<file path="src/rtl/pulse_if.sv">
// Button-side signal bundle for pulse_conditioner: raw button in, press pulse,
// debounced level and debug state out.
interface pulse_if;
  logic       btn;
  logic       w;
  logic       level;
  logic [1:0] state;

  modport master (output btn, input  w, level, state);
  modport slave  (input  btn, output w, level, state);
endinterface

</file>
<file path="src/rtl/pulse_conditioner.sv">
// Synchronises and debounces a raw push-button and emits one 1-cycle w pulse per clean press.
// Optional feature: define AUTOREPEAT_EN for held-button auto-repeat pulses.
module pulse_conditioner #(
  parameter int unsigned DEBOUNCE_CYCLES = 4,
  parameter int unsigned REPEAT_DELAY    = 16,
  parameter int unsigned REPEAT_PERIOD   = 8,
  parameter int unsigned CNT_W           = 8
) (
  input  logic    clk,
  input  logic    rst,
  pulse_if.slave  p
);

  typedef enum logic [1:0] {
    IDLE      = 2'b00,
    CHK_PRESS = 2'b01,
    PRESSED   = 2'b10,
    CHK_REL   = 2'b11
  } state_t;

  localparam int unsigned MAX_LEN =
    (DEBOUNCE_CYCLES > REPEAT_DELAY)
      ? ((DEBOUNCE_CYCLES > REPEAT_PERIOD) ? DEBOUNCE_CYCLES : REPEAT_PERIOD)
      : ((REPEAT_DELAY > REPEAT_PERIOD) ? REPEAT_DELAY : REPEAT_PERIOD);

  if (DEBOUNCE_CYCLES < 2 || CNT_W < $clog2(MAX_LEN + 1)) begin : g_cfg_bad
    $error("pulse_conditioner: DEBOUNCE_CYCLES must be >= 2 and CNT_W must hold all counts");
  end

  localparam logic [CNT_W-1:0] DB_LAST = CNT_W'(DEBOUNCE_CYCLES - 1);

  state_t           st, st_nx;
  logic             s1, btn_s;
  logic [CNT_W-1:0] cnt, cnt_nx;
  logic             w_q, w_nx;
  logic             level_q, level_nx;

`ifdef AUTOREPEAT_EN
  localparam logic [CNT_W-1:0] RD_LAST = CNT_W'(REPEAT_DELAY - 1);
  localparam logic [CNT_W-1:0] RP_LAST = CNT_W'(REPEAT_PERIOD - 1);

  logic [CNT_W-1:0] rc, rc_nx;
  logic             rep, rep_nx;  // set once the first repeat has fired
`endif

  always_ff @(posedge clk or posedge rst) begin
    if (rst) begin
      s1    <= 1'b0;
      btn_s <= 1'b0;
    end else begin
      s1    <= p.btn;
      btn_s <= s1;
    end
  end

  always_ff @(posedge clk or posedge rst) begin
    if (rst) begin
      st      <= IDLE;
      cnt     <= '0;
      w_q     <= 1'b0;
      level_q <= 1'b0;
`ifdef AUTOREPEAT_EN
      rc      <= '0;
      rep     <= 1'b0;
`endif
    end else begin
      st      <= st_nx;
      cnt     <= cnt_nx;
      w_q     <= w_nx;
      level_q <= level_nx;
`ifdef AUTOREPEAT_EN
      rc      <= rc_nx;
      rep     <= rep_nx;
`endif
    end
  end

  always_comb begin
    st_nx    = st;
    cnt_nx   = cnt;
    w_nx     = 1'b0;
    level_nx = level_q;
`ifdef AUTOREPEAT_EN
    rc_nx    = rc;
    rep_nx   = rep;
`endif
    unique case (st)
      IDLE: begin
        if (btn_s) begin
          st_nx  = CHK_PRESS;
          cnt_nx = CNT_W'(1);
        end
      end
      CHK_PRESS: begin
        if (!btn_s) begin
          st_nx  = IDLE;
          cnt_nx = '0;
        end else if (cnt == DB_LAST) begin
          st_nx    = PRESSED;
          cnt_nx   = '0;
          level_nx = 1'b1;
          w_nx     = 1'b1;
`ifdef AUTOREPEAT_EN
          rc_nx    = '0;
          rep_nx   = 1'b0;
`endif
        end else begin
          cnt_nx = cnt + CNT_W'(1);
        end
      end
      PRESSED: begin
        if (!btn_s) begin
          st_nx  = CHK_REL;
          cnt_nx = CNT_W'(1);
`ifdef AUTOREPEAT_EN
          rc_nx  = '0;
          rep_nx = 1'b0;
`endif
        end
`ifdef AUTOREPEAT_EN
        // Fire on the edge where rc would reach the threshold, so the pulse lands
        // exactly REPEAT_DELAY / REPEAT_PERIOD edges after the previous one.
        else if (rc == (rep ? RP_LAST : RD_LAST)) begin
          w_nx   = 1'b1;
          rc_nx  = '0;
          rep_nx = 1'b1;
        end else begin
          rc_nx = rc + CNT_W'(1);
        end
`endif
      end
      CHK_REL: begin
        if (btn_s) begin
          st_nx  = PRESSED;
          cnt_nx = '0;
        end else if (cnt == DB_LAST) begin
          st_nx    = IDLE;
          cnt_nx   = '0;
          level_nx = 1'b0;
        end else begin
          cnt_nx = cnt + CNT_W'(1);
        end
      end
      default: begin
        st_nx  = IDLE;
        cnt_nx = '0;
      end
    endcase
  end

  assign p.w     = w_q;
  assign p.level = level_q;
  assign p.state = st;

endmodule

</file>
<file path="src/flat_wrapper.sv">
// flat-port wrapper written by rule: the top's interface ports become plain ports
module pulse_conditioner_flat 
#(
  parameter int unsigned DEBOUNCE_CYCLES = 4,
  parameter int unsigned REPEAT_DELAY    = 16,
  parameter int unsigned REPEAT_PERIOD   = 8,
  parameter int unsigned CNT_W           = 8
)
  (clk, rst, p_btn, p_w, p_level, p_state);
  pulse_if p_i ();
  input  logic clk;
  input  logic rst;
  input wire logic [$bits(p_i.btn)-1:0] p_btn;
  output wire logic [$bits(p_i.w)-1:0] p_w;
  output wire logic [$bits(p_i.level)-1:0] p_level;
  output wire logic [$bits(p_i.state)-1:0] p_state;
  assign p_i.btn = p_btn;
  assign p_w = p_i.w;
  assign p_level = p_i.level;
  assign p_state = p_i.state;
  pulse_conditioner #(.DEBOUNCE_CYCLES(DEBOUNCE_CYCLES), .REPEAT_DELAY(REPEAT_DELAY), .REPEAT_PERIOD(REPEAT_PERIOD), .CNT_W(CNT_W)) u_core (.clk(clk), .rst(rst), .p(p_i));
endmodule
</file>
<file path="config.mk">
export PLATFORM = sky130hd
export DESIGN_NAME = pulse_conditioner_flat
export DESIGN_NICKNAME = d
export VERILOG_FILES = /design/src/rtl/pulse_if.sv /design/src/rtl/pulse_conditioner.sv /design/src/flat_wrapper.sv
export SDC_FILE = /design/constraint.sdc
export NUM_CORES = 1
export LEC_CHECK = 0
export CORE_AREA = 2 2 39 41
export CTS_BUF_LIST = sky130_fd_sc_hd__clkbuf_8
export DETAILED_ROUTE_END_ITERATION = 6
export DIE_AREA = 0 0 41 43
export DONT_BUFFER_PORTS = 1
export PLACE_DENSITY = 0.66
export SLEW_MARGIN = 20
export SYNTH_ARGS = -nofsm -noshare
export SYNTH_HDL_FRONTEND = slang
export SYNTH_SLANG_ARGS = --single-unit
</file>
<file path="constraint.sdc">
create_clock -name clk -period 2.02 [get_ports clk]
set_input_delay 0.303 -clock clk [delete_from_list [all_inputs] [get_ports clk]]
set_output_delay 0.303 -clock clk [all_outputs]
set_load 0.02 [all_outputs]
</file>
== Word level (Yosys, flattened, before mapping) ==
Index checks and enable logic that the tools add are counted.
Word-level totals
  register bits after elaboration: 14
  input port bits: 3
  output and inout port bits: 4
  logic and storage cells: 45
Operators by class
  add/subtract/negate cells: 1
  equality and inequality tests: 12
  mux-type cells: 21
  reduce and logical (&&, ||, !) cells: 5
Operators by type and width (count)
  8-bit 2-to-1 mux: 5
  8-bit case mux with 4 select lines: 1
  2-bit 2-to-1 mux: 6
  8-bit by 1-bit adder with 8-bit output (second input constant): 1
  8-bit by 2-bit == test with 1-bit output (second input constant): 1
  2-bit by 1-bit inequality test with 1-bit output (second input constant): 4
  2-bit case mux with 4 select lines: 1
  1-bit 2-to-1 mux: 7
  5-bit AND reduction: 1
  2-bit == test (second input constant): 2
  2-bit inequality test (second input constant): 2
  4-bit AND reduction: 1
  3-bit by 1-bit inequality test with 1-bit output (second input constant): 1
  3-bit inequality test (second input constant): 1
  2-bit by 1-bit == test with 1-bit output (second input constant): 1
  2-bit zero test: 1
  1-bit case mux with 2 select lines: 1
  2-bit AND reduction: 1
  2-bit nonzero test: 1

== Depth between registers and ports, before layout ==
  word-level depth: 4
  mapped depth: 6
  depth with buffers taken out: 5

== Worst setup path after synthesis ==
OpenSTA, ideal clock, no wires.
  path kind: register to register
  from: register u_core.cnt[0]
  to: register u_core.cnt[5]
  data arrival time: 1.443 ns
  required time: 1.899 ns
  setup slack: 0.456 ns
  cell stages (with the launch flop): 7
  clock period less this slack: 1.564 ns
  cells stage by stage: dfrtp_1 -> ha_1 -> nor4b_4 -> a211oi_2 -> buf_6 -> a21o_2 -> a22o_2
On the way
  longest elaborated chain between the ends: 4
  elaborated cells between the ends (all ways): 6
  classes of those cells: add/sub (1); eq/ne (1); mux (4)
RTL lines
  start, declared: RTL line pulse_conditioner.sv:34  | logic [CNT_W-1:0] cnt, cnt_nx;
  start signal, assigned: RTL line pulse_conditioner.sv:68  | cnt <= cnt_nx;
  8-bit by 1-bit adder with 8-bit output / 8-bit by 2-bit == test with 1-bit output (equally long branches)
  8-bit 2-to-1 mux (*): RTL line pulse_conditioner.sv:98, pulse_conditioner.sv:136
  8-bit 2-to-1 mux, on equally long branches: RTL line pulse_conditioner.sv:133, pulse_conditioner.sv:95
  8-bit case mux with 4 select lines (*): RTL line pulse_conditioner.sv:87  | unique case (st)
Every way passes the cells marked *; elsewhere a longest branch is shown, timed or not.
A chain may end at the register's enable or synchronous reset.

== Worst setup path in the final report ==
Ends and elaborated chain as after synthesis.

==> impl_metrics.tcl <==
set metrics [dict create \
    maxCapViolCount 0 \
    cts_made_buffers 3 \
    core_area_sq_um 1384 \
    synth_seq_cells 14 \
    final_antenna_net_count 0 \
    outcome "finished clean" \
    timing.fmax_ghz 0.5390 \
    stdcell_count 85 \
    grt_pass1_vias 549 \
    worstSetupPathType "flip-flop to flip-flop" \
    gr-usage-all-layers 0.2045 \
    grt.overflow.total 0 \
    synth-simple-area-share 0.1941 \
    area_delta_synth_final_pct 13.00 \
    r2r_slack_ns 0.16 \
    clkLatencyLatePin_ns 0.24 \
    port_buffers 0 \
    worst_path_max_delay_cell "dfrtp_1" \
    synth_top_area_frac 0.5128 \
    finalNetCount 74 \
    route.detailed.drc 0 \
    synth.avg_cell_area_sq_um 10.84 \
    crit_fanout 7 \
    fillers 126 \
    ctsHtreeMaxLevel 1 \
    std_cell_rows 14 \
    synth_compound_area_frac 0.2015 \
    synth.most_common_cell "dfrtp_1" \
    grt_pass1_wl_mm 2.346 \
    r2r-start "u_core.cnt[0]" \
    worstMarginPinSlew_ns 0.5277 \
    drv_slew 0 \
    start_util 0.4937 \
    die_h_um 43 \
    ir_drop_mv 0.7132 \
    final_cell_area_sq_um 772.0 \
    hold_path_startpoint "p_btn" \
    synthXorXnorAreaFrac 0.02564 \
    yosys-mux-area-fraction 0.01465 \
    drive_gt1_frac 0.2029 \
    whs_ns 0.08330 \
    synth_fp_nets 67 \
    dp_hpwl_um 954.4 \
    required_ns 2.15 \
    vias_per_cell 5.824 \
    total_power_mw 1.028 \
    post_cts_resized 0 \
    synth_warnings 0 \
    drt_iter0_markers 3 \
    leakage_nw 0.3566 \
    synth_edf_count 0 \
    clockBufferDepth 2 \
    start_kind "flip-flop" \
    max_stage_delay_ns 0.42 \
    synthesis.instances 63 \
    fin_crit_ns 1.855 \
    yosysTopAreaCell "dfrtp_1" \
    setup_tns_ns 0 \
    diodes 0 \
    period_share 0.9184 \
    cts_num_sinks 14 \
    synth_top_family_by_area "compound AO/OA/AOI/OAI gates" \
    fin_ws_ns 0.1648 \
    via_count 495 \
    grt_antenna_before_repair 0 \
    ys_async_sr_fraction 1.000 \
    dpl_cell_area_sq_um 706.9 \
    startpoint "u_core.cnt[0]" \
    reg2regPathDepth 6 \
    num_io_pins 7 \
    crit_arrival_ns 1.99 \
    worstSetupEndpointType "flip-flop" \
    powerDensity_nw_per_um2 1332 \
    slew_headroom 0.6478 \
    root_buffer "clkbuf_8" \
    dpl_worst_slack_ns 0.2035 \
    dr.pass1.iters 4 \
    synth_cell_type_count 23 \
    hp-class "input port to flip-flop" \
    finClkSkew_ns 0.001357 \
    rsz0062_at_grt "no" \
    worstHoldPathCells 0 \
    synthTopCellsByCount "14 x dfrtp_1, 6 x nor2_1, 5 x a21oi_1, 5 x nand2_1, 4 x nand3_1" \
    wire_per_inst_um 15.87 \
    synth-adder-area-share 0.01832 \
    min_to "u_core.s1" \
    cts_setup_buffers 0 \
    wirelength_mm 1.349 \
    dieArea_sq_um 1763 \
    yosysSeqAreaShare 0.5128 \
    die_w_um 41 \
    yosys-top-cells-area "dfrtp_1 51%, a22o_2 4.4%, a21oi_1 3.7%" \
    clk_pin_slew_ns 0.06 \
    tritoncts "done" \
    fin_util 0.5579 \
    area.sequential_sq_um 350.3 \
    setup_viol 0 \
    syn_area_sq_um 683.2 \
    crit_chain "ha_1 -> nor4b_4 -> a211oi_2 -> buf_4 -> a21o_2 -> a22o_2" \
    place.gp.congestion 0.7179 \
    ys.flop_type "dfrtp_1" \
    hold_viol 0 \
    grt_max_degree 15 \
    multi_input_area_sq_um 310.3 \
    dp.cells 80 \
    rr_endpoint "u_core.cnt[5]" \
]
==> layout make-up <==
| cell class | instances | area share |
|---|---|---|
| Clock buffer | 4 | 0.07131 |
| Inverter | 3 | 0.01459 |
| Multi-Input combinational cell | 45 | 0.4019 |
| Sequential cell | 14 | 0.4538 |
| Tap cell | 16 | 0.02593 |
| Timing Repair Buffer | 3 | 0.03241 |
==> timing repair <==
action | CTS | global route
hold buffers | 1 | 0
setup endpoints to repair | 0 | 0
hold endpoints to repair | 14 | 0
==> metal layers <==
| metal | GRT usage | vias to the layer above | wire length, um |
|---|---|---|---|
| met4 | 0.08000 | 0 | 13 |
| met1 | 0.2396 | 246 | 577 |
| met5 | 0 | - | 0 |
| li1 | - | 238 | - |
| met2 | 0.3375 | 9 | 708 |
| met3 | 0.05236 | 2 | 49 |
==> layout by cell type, fill, tap and decap left out <==
master	count
dfrtp_1	14
nor2_1	6
nand2_1	5
a21oi_1	5
nand3_1	4
clkbuf_8	4
inv_1	3
and3_1	3
a31oi_1	3
a22o_2	3
or2b_1	2
a21o_2	2
o21ai_0	2
buf_4	2
xnor2_1	1
nor4b_4	1
nor3_1	1
a211oi_2	1
and4_1	1
xor2_1	1
a41oi_2	1
a211oi_1	1
mux2i_1	1
ha_1	1
dlygate4sd3_1	1
==> power by group <==
group	switching (mW)	internal, mW
combinational	0.182	0.148
sequential	0.0903	0.334
clock	0.101	0.173
==> how the worst max path moves through the flow <==
stage	end	slack [ns]	cells after the start
finish	u_core.cnt[5]	0.16	6
global route	u_core.cnt[7]	0.04	6
CTS	u_core.cnt[5]	0.17	6
detailed placement	u_core.cnt[5]	0.20	6
global placement	u_core.cnt[5]	0.29	6
floorplan	u_core.cnt[5]	0.46	6
==> flip-flops by register name, indices dropped and copies added, names as in the netlist, named ones only <==
register / count
u_core.btn_s: 1
u_core.cnt: 8
u_core.p.level: 1
u_core.p.state: 1
u_core.p.w: 1
u_core.s1: 1
==> cell families after synthesis <==
family,after synthesis
AND/OR/NAND/NOR,23
adder cells (fa/ha/maj),1
AO/OA/AOI/OAI,18
buffers and inverters,4
flip-flops,14
XOR/XNOR,2
multiplexers,1
==> critical path, delay by kind of cell (launching register included) <==
kind / cells / cell delay, ns
flip-flops: 1 / 0.42
AND/OR/NAND/NOR: 1 / 0.28
adder cells (fa/ha/maj): 1 / 0.26
AO/OA/AOI/OAI: 3 / 0.57
buffers and inverters: 1 / 0.20
Power figures use the tool's default switching activity.
